`src/rtl/demux_1x4_dispatcher_pkg.sv`:
```
// Shared definitions for the 1:4 demux dispatcher.
//   state_e      : dispatcher FSM state (holding register empty / full)
//   ModeRr/Dir   : values of the mode input (round-robin / directed)
//   NumCh        : number of output channels
//   next_ch()    : channel index plus one, wrapping 3 -> 0
package demux_1x4_dispatcher_pkg;

  localparam int unsigned NumCh = 4;
  localparam int unsigned ChW   = 2;

  localparam logic ModeRr  = 1'b0;
  localparam logic ModeDir = 1'b1;

  typedef enum logic [0:0] {
    StEmpty = 1'b0,
    StFull  = 1'b1
  } state_e;

  function automatic logic [ChW-1:0] next_ch(input logic [ChW-1:0] ch);
    return ch + 2'd1;
  endfunction

endpackage

```
`src/rtl/demux_1x4_dispatcher_if.sv`:
```
// Producer/consumer bus of the 1:4 demux dispatcher.
//   mode, in_valid, in_data, in_dest, in_ready : producer side (single source)
//   out_valid, out_ready, out_data             : four consumers on one data bus
//   S1, S0                                     : demux select (current target)
//   busy, xfer_count                           : status
// Modport master is the dispatcher; slave is the surrounding environment.
interface demux_1x4_dispatcher_if #(
  parameter int unsigned WIDTH = 8,
  parameter int unsigned CNTW  = 16
) ();

  logic             mode;
  logic             in_valid;
  logic             in_ready;
  logic [WIDTH-1:0] in_data;
  logic [1:0]       in_dest;
  logic [3:0]       out_valid;
  logic [3:0]       out_ready;
  logic [WIDTH-1:0] out_data;
  logic             S1;
  logic             S0;
  logic             busy;
  logic [CNTW-1:0]  xfer_count;

  modport master (
    input  mode, in_valid, in_data, in_dest, out_ready,
    output in_ready, out_valid, out_data, S1, S0, busy, xfer_count
  );

  modport slave (
    output mode, in_valid, in_data, in_dest, out_ready,
    input  in_ready, out_valid, out_data, S1, S0, busy, xfer_count
  );

endinterface

```
`src/rtl/demux_1x4_dispatcher_demux.sv`:
```
// Plain 1:4 demultiplexer: routes in_i to output {s1_i,s0_i}; all others 0.
//   in_i        : signal to steer
//   s1_i, s0_i  : select
//   y0_o..y3_o  : outputs
module demux_1x4_dispatcher_demux (
  input  logic in_i,
  input  logic s0_i,
  input  logic s1_i,
  output logic y0_o,
  output logic y1_o,
  output logic y2_o,
  output logic y3_o
);

  assign y0_o = in_i & ~s1_i & ~s0_i;
  assign y1_o = in_i & ~s1_i &  s0_i;
  assign y2_o = in_i &  s1_i & ~s0_i;
  assign y3_o = in_i &  s1_i &  s0_i;

endmodule

```
`src/rtl/demux_1x4_dispatcher.sv`:
```
// Sequencer for a 1:4 demux datapath. Takes one word at a time from a
// valid/ready producer into a holding register and offers it to exactly one of
// four consumers, chosen round-robin or by in_dest (directed).
//   clk, rst_n : clock, asynchronous active-low reset
//   bus        : producer/consumer/status signals (master modport)
// In round-robin mode a word stalled for TIMEOUT cycles is moved to the next
// channel; directed words wait on their channel indefinitely.
module demux_1x4_dispatcher
  import demux_1x4_dispatcher_pkg::*;
#(
  parameter int unsigned WIDTH   = 8,
  parameter int unsigned TIMEOUT = 15,
  parameter int unsigned CNTW    = 16
) (
  input  logic                    clk,
  input  logic                    rst_n,
  demux_1x4_dispatcher_if.master  bus
);

  // Counter only needs to hold 0..TIMEOUT-1; the skip fires on the cycle that
  // would have reached TIMEOUT.
  localparam int unsigned StallW = (TIMEOUT > 1) ? $clog2(TIMEOUT) : 1;
  localparam logic [StallW-1:0] StallLast = StallW'(TIMEOUT - 1);

  state_e           state_q, state_d;
  logic [WIDTH-1:0] data_q, data_d;
  logic [ChW-1:0]   target_q, target_d;
  logic             mode_q, mode_d;
  logic [ChW-1:0]   rr_q, rr_d;
  logic [StallW-1:0] stall_q, stall_d;
  logic [CNTW-1:0]  xfer_q, xfer_d;

  logic             in_ready;
  logic             fire;
  logic             accept;
  logic [NumCh-1:0] out_valid;

  assign fire   = bus.out_ready[target_q];
  assign accept = bus.in_valid & in_ready;

  always_comb begin
    state_d  = state_q;
    data_d   = data_q;
    target_d = target_q;
    mode_d   = mode_q;
    rr_d     = rr_q;
    stall_d  = stall_q;
    xfer_d   = xfer_q;
    in_ready = 1'b0;

    unique case (state_q)
      StEmpty: begin
        in_ready = 1'b1;
      end
      StFull: begin
        // Ready passes straight through so a full stream moves one word per clock.
        in_ready = fire;
        if (fire) begin
          xfer_d  = xfer_q + CNTW'(1);
          stall_d = '0;
          if (mode_q == ModeRr) begin
            rr_d = next_ch(target_q);
          end
          if (!bus.in_valid) begin
            state_d = StEmpty;
          end
        end else if ((TIMEOUT != 0) && (mode_q == ModeRr)) begin
          if (stall_q == StallLast) begin
            target_d = next_ch(target_q);
            rr_d     = next_ch(next_ch(target_q));
            stall_d  = '0;
          end else begin
            stall_d = stall_q + StallW'(1);
          end
        end
      end
      default: ;
    endcase

    // A new word picks its target from the pointer as already advanced by a
    // same-cycle transfer, so back-to-back RR words walk the channels.
    if (accept) begin
      data_d   = bus.in_data;
      mode_d   = bus.mode;
      target_d = (bus.mode == ModeDir) ? bus.in_dest : rr_d;
      state_d  = StFull;
    end
  end

  always_ff @(posedge clk or negedge rst_n) begin
    if (!rst_n) begin
      state_q  <= StEmpty;
      data_q   <= '0;
      target_q <= '0;
      mode_q   <= ModeRr;
      rr_q     <= '0;
      stall_q  <= '0;
      xfer_q   <= '0;
    end else begin
      state_q  <= state_d;
      data_q   <= data_d;
      target_q <= target_d;
      mode_q   <= mode_d;
      rr_q     <= rr_d;
      stall_q  <= stall_d;
      xfer_q   <= xfer_d;
    end
  end

  demux_1x4_dispatcher_demux u_demux (
    .in_i (state_q == StFull),
    .s0_i (target_q[0]),
    .s1_i (target_q[1]),
    .y0_o (out_valid[0]),
    .y1_o (out_valid[1]),
    .y2_o (out_valid[2]),
    .y3_o (out_valid[3])
  );

  assign bus.in_ready   = in_ready;
  assign bus.out_valid  = out_valid;
  assign bus.out_data   = data_q;
  assign bus.S1         = target_q[1];
  assign bus.S0         = target_q[0];
  assign bus.busy       = (state_q == StFull);
  assign bus.xfer_count = xfer_q;

endmodule

```
`src/flat_wrapper.sv`:
```
// flat-port wrapper written by rule: the top's interface ports become plain ports
module demux_1x4_dispatcher_flat import demux_1x4_dispatcher_pkg::*;
#(
  parameter int unsigned WIDTH   = 8,
  parameter int unsigned TIMEOUT = 15,
  parameter int unsigned CNTW    = 16
)
  (clk, rst_n, bus_mode, bus_in_valid, bus_in_data, bus_in_dest, bus_out_ready, bus_in_ready, bus_out_valid, bus_out_data, bus_S1, bus_S0, bus_busy, bus_xfer_count);
  demux_1x4_dispatcher_if #(.WIDTH(WIDTH), .CNTW(CNTW)) bus_i ();
  input  logic clk;
  input  logic rst_n;
  input wire logic [$bits(bus_i.mode)-1:0] bus_mode;
  input wire logic [$bits(bus_i.in_valid)-1:0] bus_in_valid;
  input wire logic [$bits(bus_i.in_data)-1:0] bus_in_data;
  input wire logic [$bits(bus_i.in_dest)-1:0] bus_in_dest;
  input wire logic [$bits(bus_i.out_ready)-1:0] bus_out_ready;
  output wire logic [$bits(bus_i.in_ready)-1:0] bus_in_ready;
  output wire logic [$bits(bus_i.out_valid)-1:0] bus_out_valid;
  output wire logic [$bits(bus_i.out_data)-1:0] bus_out_data;
  output wire logic [$bits(bus_i.S1)-1:0] bus_S1;
  output wire logic [$bits(bus_i.S0)-1:0] bus_S0;
  output wire logic [$bits(bus_i.busy)-1:0] bus_busy;
  output wire logic [$bits(bus_i.xfer_count)-1:0] bus_xfer_count;
  assign bus_i.mode = bus_mode;
  assign bus_i.in_valid = bus_in_valid;
  assign bus_i.in_data = bus_in_data;
  assign bus_i.in_dest = bus_in_dest;
  assign bus_i.out_ready = bus_out_ready;
  assign bus_in_ready = bus_i.in_ready;
  assign bus_out_valid = bus_i.out_valid;
  assign bus_out_data = bus_i.out_data;
  assign bus_S1 = bus_i.S1;
  assign bus_S0 = bus_i.S0;
  assign bus_busy = bus_i.busy;
  assign bus_xfer_count = bus_i.xfer_count;
  demux_1x4_dispatcher #(.WIDTH(WIDTH), .TIMEOUT(TIMEOUT), .CNTW(CNTW)) u_core (.clk(clk), .rst_n(rst_n), .bus(bus_i));
endmodule
```
`config.mk`:
```
export PLATFORM = sky130hd
export DESIGN_NAME = demux_1x4_dispatcher_flat
export DESIGN_NICKNAME = d
export VERILOG_FILES = /design/src/rtl/demux_1x4_dispatcher_pkg.sv /design/src/rtl/demux_1x4_dispatcher_if.sv /design/src/rtl/demux_1x4_dispatcher_demux.sv /design/src/rtl/demux_1x4_dispatcher.sv /design/src/flat_wrapper.sv
export SDC_FILE = /design/constraint.sdc
export NUM_CORES = 1
export LEC_CHECK = 0
export CORE_MARGIN = 1
export CORE_UTILIZATION = 35
export CTS_CLUSTER_DIAMETER = 50
export DETAILED_ROUTE_END_ITERATION = 10
export PLACE_DENSITY = 0.74
export SETUP_SLACK_MARGIN = 0.05
export SLEW_MARGIN = 30
export SYNTH_ARGS = -nofsm -noshare
export SYNTH_HDL_FRONTEND = slang
export SYNTH_SLANG_ARGS = --single-unit
export TNS_END_PERCENT = 10
```
`constraint.sdc`:
```
create_clock -name clk -period 1.9 [get_ports clk]
set_input_delay 0.19 -clock clk [delete_from_list [all_inputs] [get_ports clk]]
set_output_delay 0.19 -clock clk [all_outputs]
set_load 0.02 [all_outputs]
```
==> results of run 1 <==
## power by group through the flow
stage / registers, mW / logic (mW) / clock network, mW
floorplan: 1.33 / 0.919 / 0
global placement: 1.17 / 1.76 / 0
detailed placement: 1.17 / 1.78 / 0
CTS: 1.16 / 1.77 / 0.680
global route: 1.20 / 1.92 / 0.711
finish: 1.16 / 1.77 / 0.657
## metrics by stage
step	setup WS, ps	setup TNS [ps]	total power, mW	cell area [sq um]
after floorplan	-91.3	-730	2.25	1790
after global placement	-115	-1260	2.93	2390
after detailed placement	-133	-1470	2.95	2390
after CTS	67.7	0	3.61	2500
after global routing	10.6	0	3.82	2510
final	101	0	3.59	2510
## synth_stat cells (2+ instances only)
cell type / instances / area share, %
a21oi_1: 7 / 2.0
and2_1: 2 / 0.72
and3_1: 5 / 1.8
and4_1: 2 / 1.0
buf_4: 5 / 2.1
buf_6: 3 / 1.9
clkbuf_1: 2 / 0.43
dfrtp_1: 34 / 49
inv_1: 5 / 1.1
mux2_2: 12 / 7.7
nand2_1: 14 / 3.0
nand2b_1: 2 / 0.72
nand3_1: 2 / 0.57
nand3_2: 4 / 2.3
nand4_1: 3 / 1.1
nor2_1: 6 / 1.3
o21ai_0: 9 / 2.6
o31ai_1: 4 / 1.7
or2_2: 2 / 0.72
xnor2_1: 16 / 8.0
xor2_1: 2 / 1.0
## cell type report
type                    instances  area, sq um
flip-flops and latches         34          853
inverters                       5         18.8
well taps                      67         83.8
clock buffers                   5         68.8
repair buffers                 63          603
clock inverters                 3         45.0
fillers                       451         2250
multi-input cells             108          836
## worst paths after layout
path                                                             from                               endpoint  slack, ps
worst max-delay path                   u_core.target_q[0]$_DFFE_PN0P_                       bus_out_valid[1]        100
worst min-delay path                                            rst_n   u_core.bus.xfer_count[7]$_DFFE_PN0P_        270
worst max register to register         u_core.target_q[0]$_DFFE_PN0P_         u_core.target_q[1]$_DFFE_PN0P_        140
worst min register to register  u_core.bus.xfer_count[15]$_DFFE_PN0P_  u_core.bus.xfer_count[15]$_DFFE_PN0P_        470
max in group asynchronous                                       rst_n   u_core.bus.xfer_count[1]$_DFFE_PN0P_       1170
min in group clk                u_core.bus.xfer_count[15]$_DFFE_PN0P_  u_core.bus.xfer_count[15]$_DFFE_PN0P_        470
## cell families after synthesis
family          Yosys count
flops                    34
compound gates           25
simple gates             50
buf+inv                  16
fa+ha+maj                 1
xor+xnor                 18
mux                      14
## routing by layer
layer	global-route usage (%)	vias to the layer above	part of all wire, %
met3	4.14	2	5.5
met4	4.58	0	0.58
met2	22.8	39	47
met5	0	-	0
met1	19.9	652	47
li1	-	664	-
## sequential cells by signal (all words and copies together), names as in the netlist
register               flops
u_core.bus.xfer_count     16
u_core.stall_q             4
u_core.bus.out_data        8
u_core.mode_q              1
u_core.rr_q                2
u_core.bus.busy            1
u_core.target_q            2
## worst register-to-register path: stages (launching register included)
cell	delay, ps
dfrtp_2	370
mux4_2	530
buf_6	160
o211ai_1	90
o31ai_2	100
a221o_1	330
a21oi_2	110
## timing repair
item | in CTS | in global routing
hold endpoints to repair | 0 | 0
pin swaps | 0 | 1
setup endpoints to repair | 5 | 3
resized for setup | 6 | 4
==> reports/qor.csv, run 1 <==
stage;metric;value;unit
run_status;status;finished, final reports clean;
power_and_ir_drop;power_frac_seq;32.3;%
placed_design;portBuffers;49;
timing;worst_slew_pin_slew;322;ps
grt;grt_pass1_vias;1334;
synth;syn_area;1750;sq um
worst_setup_path;cp.depth;4;
timing;rsz0062_at_grt;true;
clock_tree;cts-root-buf;clkbuf_8;
clock_tree;post-cts-setup-buffers;0;
power_and_ir_drop;power_frac_comb;49.4;%
synth;synthCells;158;
placed_design;dpl.hpwl;2600;um
synth;async_flop_share;100;%
grt;antenna_found_initial;0;
synth;syn-num-nets;177;
synth;synth_edf_count;0;
grt;grt_usage;14.7;%
clock_tree;clkTransAtPathRegs;80;ps
worst_setup_path;cp-end-kind;output pin;
worst_setup_path;worst_ep_arrival_time;1610;ps
layout;final_nets;236;
worst_setup_path;critPathKind;reg -> out;
clock_tree;clockBufferDepth;2;
drt;viasPerCell;4.76;
timing;fin_hold_ws;270;ps
clock_tree;tritoncts;done;
worst_setup_path;required;1710;ps
power_and_ir_drop;switchingPower;1.31;mW
floorplanning;start_util;36.8;%
drt;wl_per_cell;12.2;um
timing;hold_viol;0;
synth;postSynthAreaPerCell;11.1;sq um
timing;timing.fmax;0.556;GHz
synth;synthAdderAreaFrac;0.716;%
layout;n_antenna_cell;0;
layout;fin_util;52.8;%
synth;synth-seq-area-share;48.7;%
layout;area_growth_syn_to_layout;43.5;%
layout;mostFrequentLayoutCells;clkdlybuf4s50_1, dfrtp_1, xnor2_1;
drt;wl;3470;um
layout;fin_cells;285;
synth;ys.flop_type;dfrtp_1;
power_and_ir_drop;power.density;1430;nW/um^2
drt;drt_iter0_markers;46;
floorplanning;core_area;4750;sq um
timing;setup_violations;0;
power_and_ir_drop;p_leak;1.08;nW
worst_hold_path;hold_path.class;in -> async;
layout;drive_above_1_share;23.9;%
synth;synth_xor_area_share;9.02;%
worst_setup_path;critPathMaxStageDelay;620;ps
floorplanning;die_area;5280;sq um
synth;synth_top_family_by_area;simple AND/OR/NAND/NOR gates;
grt;grt_overflow;0;
placed_design;place.gp.congestion;0.786;
power_and_ir_drop;internal_power;2.28;mW
placed_design;dp_cells;277;
power_and_ir_drop;swShare;36.5;%
drt;drc;0;
synth;synth.area.mux_share;9.59;%
worst_setup_path;crit_chain;buf_4 -> nand2_1 -> nor2_1 -> clkdlybuf4s50_1;
worst_setup_path;crit_family;buffers and inverters;
timing;slew_violations;0;
synth;synth_compound_area_share;8.59;%
drt;vias;1357;
floorplanning;rows;25;
worst_setup_path;crit_path_start_kind;flop;
power_and_ir_drop;p_clk_share;18.3;%
worst_setup_path;cp_max_fo;7;
synth;ys_ff_latch;34;
clock_tree;hold_buffers;0;
worst_setup_path;r2r_cells;6;
timing;min_period;1800;ps
grt;grt_pass1_wl;5960;um
synth;ys_types;38;
floorplanning;fp.dieH;72.7;um
layout;layout_commonest_cell;clkdlybuf4s50_1;
clock_tree;cts.sinks;34;
grt;grt_max_degree;26;
timing;period_share;94.7;%
floorplanning;ios;50;
clock_tree;worstSkewPairLatency;280;ps
clock_tree;htree_num_levels;2;
power_and_ir_drop;irDropWorstVdd;725;uV
synth;yosys_warnings;0;
drt;first_pass_iters;4;
drt;antenna_left;0;
clock_tree;cts_made_buffers;5;
floorplanning;die_w;72.7;um
worst_setup_path;slowest_stage;clkdlybuf4s50_1;
worst_setup_path;crit_buf_inv;2;
synth;synth_simple_gate_area_share;17.5;%
job;max-cap-violations;0;
timing;relSlewSlack;78.5;%
timing;fin_skew;7.17;ps
Note: power is estimated with default switching activity, not from simulation.
==> inputs of run 2 (changes only) <==
--- a/config.mk
+++ b/config.mk
@@ -5,12 +5,14 @@
 export SDC_FILE = /design/constraint.sdc
 export NUM_CORES = 1
 export LEC_CHECK = 0
-export CORE_MARGIN = 1
-export CORE_UTILIZATION = 35
+export CELL_PAD_IN_SITES_DETAIL_PLACEMENT = 1
+export CELL_PAD_IN_SITES_GLOBAL_PLACEMENT = 1
+export CORE_UTILIZATION = 33
 export CTS_CLUSTER_DIAMETER = 50
 export DETAILED_ROUTE_END_ITERATION = 10
-export PLACE_DENSITY = 0.74
+export PLACE_DENSITY = 0.86
 export SETUP_SLACK_MARGIN = 0.05
+export SKIP_CTS_REPAIR_TIMING = 1
 export SLEW_MARGIN = 30
 export SYNTH_ARGS = -nofsm -noshare
 export SYNTH_HDL_FRONTEND = slang
==> run 2 against run 1 <==
Count of clock-buffer cells in the layout is 2 higher. Worst hold slack better by 46 ps. Clock skew is 3.0 ps higher. Sequential power hardly changed. Setup slack worse by 53 ps. Cell area is 0.40% lower. Maximum frequency is 2.9% lower. Clock power is 17% lower. Cell count is 0.70% higher. Sequential share of layout area is 0.14 points higher.
==> reports/qor.csv, run 2 (same netlist as run 1, synthesis figures left out) <==
stage;metric;value;unit;change
layout;final_nets;235;;was 236
grt;grt_max_degree;35;;was 26
drt;drc;0;;unchanged
worst_setup_path;required;2110;ps;was 1710 ps
clock_tree;worstSkewPairLatency;280;ps;about the same
timing;period_share;97.5;%;was 94.7%
floorplanning;rows;26;;was 25
worst_setup_path;r2r_start;u_core.target_q[0]$_DFFE_PN0P_;;unchanged
floorplanning;ios;50;;unchanged
layout;fin_util;48.9;%;was 52.8%
floorplanning;start_util;34.2;%;was 36.8%
grt;antenna_found_initial;0;;unchanged
placed_design;place.gp.congestion;0.798;;was 0.786
timing;min_period;1850;ps;was 1800 ps
power_and_ir_drop;swShare;38.0;%;was 36.5%
clock_tree;cts_made_buffers;5;;unchanged
layout;drive_above_1_share;22.1;%;was 23.9%
job;max-cap-violations;0;;unchanged
floorplanning;die_w;74.8;um;was 72.7 um
power_and_ir_drop;power_frac_seq;33.0;%;was 32.3%
worst_setup_path;worst_ep_arrival_time;2060;ps;was 1610 ps
drt;first_pass_iters;4;;unchanged
timing;fin_skew;10.1;ps;was 7.17 ps
worst_setup_path;critPathMaxStageDelay;550;ps;was 620 ps
drt;viasPerCell;4.84;;was 4.76
power_and_ir_drop;p_clk_share;15.4;%;was 18.3%
layout;mostFrequentLayoutCells;clkdlybuf4s50_1, dfrtp_1, xnor2_1;;unchanged
timing;slew_violations;0;;unchanged
layout;regArea;853;sq um;unchanged
worst_setup_path;r2r_end;u_core.target_q[1]$_DFFE_PN0P_;;unchanged
floorplanning;fp.dieH;74.8;um;was 72.7 um
drt;wl_per_cell;14.5;um;was 12.2 um
floorplanning;die_area;5590;sq um;was 5280 sq um
clock_tree;htree_num_levels;2;;unchanged
layout;multiInputGateArea;827;sq um;was 836 sq um
worst_hold_path;hold_path.class;in -> async;;unchanged
grt;grt_pass1_vias;1418;;was 1334
worst_setup_path;critPathKind;reg -> reg;;was reg -> out
worst_setup_path;crit_chain;mux4_2 -> buf_6 -> o211ai_1 -> o31ai_1 -> a221o_1 -> a21oi_1;;was buf_4 -> nand2_1 -> nor2_1 -> clkdlybuf4s50_1
layout;fillCellCount;592;;was 451
power_and_ir_drop;power.density;1410;nW/um^2;was 1430 nW/um^2
drt;antenna_left;0;;unchanged
grt;grt_usage;16.3;%;was 14.7%
grt;grt_pass1_wl;6760;um;was 5960 um
clock_tree;cts-root-buf;clkbuf_8;;unchanged
clock_tree;cts.sinks;34;;unchanged
power_and_ir_drop;switchingPower;1.34;mW;was 1.31 mW
worst_setup_path;r2r_slack;50;ps;was 140 ps
layout;layout_commonest_cell;clkdlybuf4s50_1;;unchanged
drt;wl;4170;um;was 3470 um
power_and_ir_drop;power_frac_comb;51.5;%;was 49.4%
timing;tns;0;ps;unchanged
drt;vias;1389;;was 1357
placed_design;portBuffers;49;;unchanged
timing;rsz0062_at_grt;true;;unchanged
worst_setup_path;crit_path_start_kind;flop;;unchanged
clock_tree;clkTransAtPathRegs;70;ps;was 80 ps
layout;largest_register_ffs;16;;unchanged
timing;timing.fmax;0.540;GHz;was 0.556 GHz
power_and_ir_drop;p_leak;1.12;nW;was 1.08 nW
timing;hold_viol;0;;unchanged
placed_design;dpl.hpwl;3180;um;was 2600 um
layout;area_growth_syn_to_layout;42.9;%;was 43.5%
floorplanning;core_area;5110;sq um;was 4750 sq um
timing;worst_slew_pin_slew;433;ps;was 322 ps
clock_tree;tritoncts;done;;unchanged
worst_setup_path;r2r_cells;6;;unchanged
power_and_ir_drop;internal_power;2.19;mW;was 2.28 mW
worst_setup_path;cp_max_fo;8;;was 7
timing;setup_violations;0;;unchanged
power_and_ir_drop;irDropWorstVdd;664;uV;was 725 uV
grt;grt_overflow;0;;unchanged
run_status;status;finished, final reports clean;;unchanged
worst_setup_path;cp-end-kind;flop;;was output pin
layout;n_antenna_cell;0;;unchanged
worst_setup_path;slowest_stage;mux4_2;;was clkdlybuf4s50_1
drt;drt_iter0_markers;43;;was 46
clock_tree;clockBufferDepth;2;;unchanged
timing;relSlewSlack;71.1;%;was 78.5%
[run 2: metrics by stage]
step / hold WS, ps / setup WS (ps) / total power [mW] / area (sq um) / std cells
after floorplan: -106 / -91.3 / 2.25 / 1790 / 158
after global placement: 459 / -137 / 2.93 / 2390 / 279
after detailed placement: 465 / -195 / 3.00 / 2390 / 279
after CTS: 326 / -245 / 3.56 / 2480 / 287
after global routing: 365 / -15.7 / 3.75 / 2500 / 287
final: 317 / 47.3 / 3.53 / 2500 / 287
[run 2: power groups by stage]
stage / registers, mW / clock network (mW) / logic [mW]
finish: 1.16 / 0.544 / 1.82
global route: 1.20 / 0.591 / 1.96
CTS: 1.17 / 0.566 / 1.83
detailed placement: 1.18 / 0 / 1.82
global placement: 1.16 / 0 / 1.77
floorplan: 1.33 / 0 / 0.919
[run 2: area by class of cell]
class | instances | share of cell area, %
sequential | 34 | 34.2
multi-input combinational | 108 | 33.1
timing repair buffer | 62 | 24.7
tap | 70 | 3.51
clock buffer | 7 | 3.46
inverter | 5 | 0.901
clock inverter | 1 | 0.200
[run 2: worst max path at each step]
stage / startpoint / endpoint / slack (ps)
after floorplan: u_core.target_q[0]$_DFFE_PN0P_ / u_core.bus.out_data[1]$_DFFE_PN0P_ / -90
after global placement: bus_out_ready[3] / bus_in_ready / -140
after detailed placement: bus_out_ready[3] / u_core.target_q[1]$_DFFE_PN0P_ / -200
after CTS: u_core.target_q[0]$_DFFE_PN0P_ / bus_in_ready / -250
after global routing: u_core.target_q[0]$_DFFE_PN0P_ / u_core.target_q[1]$_DFFE_PN0P_ / -20
final: u_core.target_q[0]$_DFFE_PN0P_ / u_core.target_q[1]$_DFFE_PN0P_ / 50
[run 2: per-layer routing]
metal	vias to the layer above	part of all wire [%]	global-route usage [%]
met5	-	0	0
met4	0	1.7	5.87
met3	7	4.2	3.35
met2	34	50	27.3
met1	688	44	20.7
li1	660	-	-
[run 2: worst max-delay path, delay by kind of cell (launching register included)]
family / cells / cell delay [ps]
AOI/OAI and AO/OA: 4 / 680
buffers and inverters: 1 / 160
DFF: 1 / 380
muxes: 1 / 550
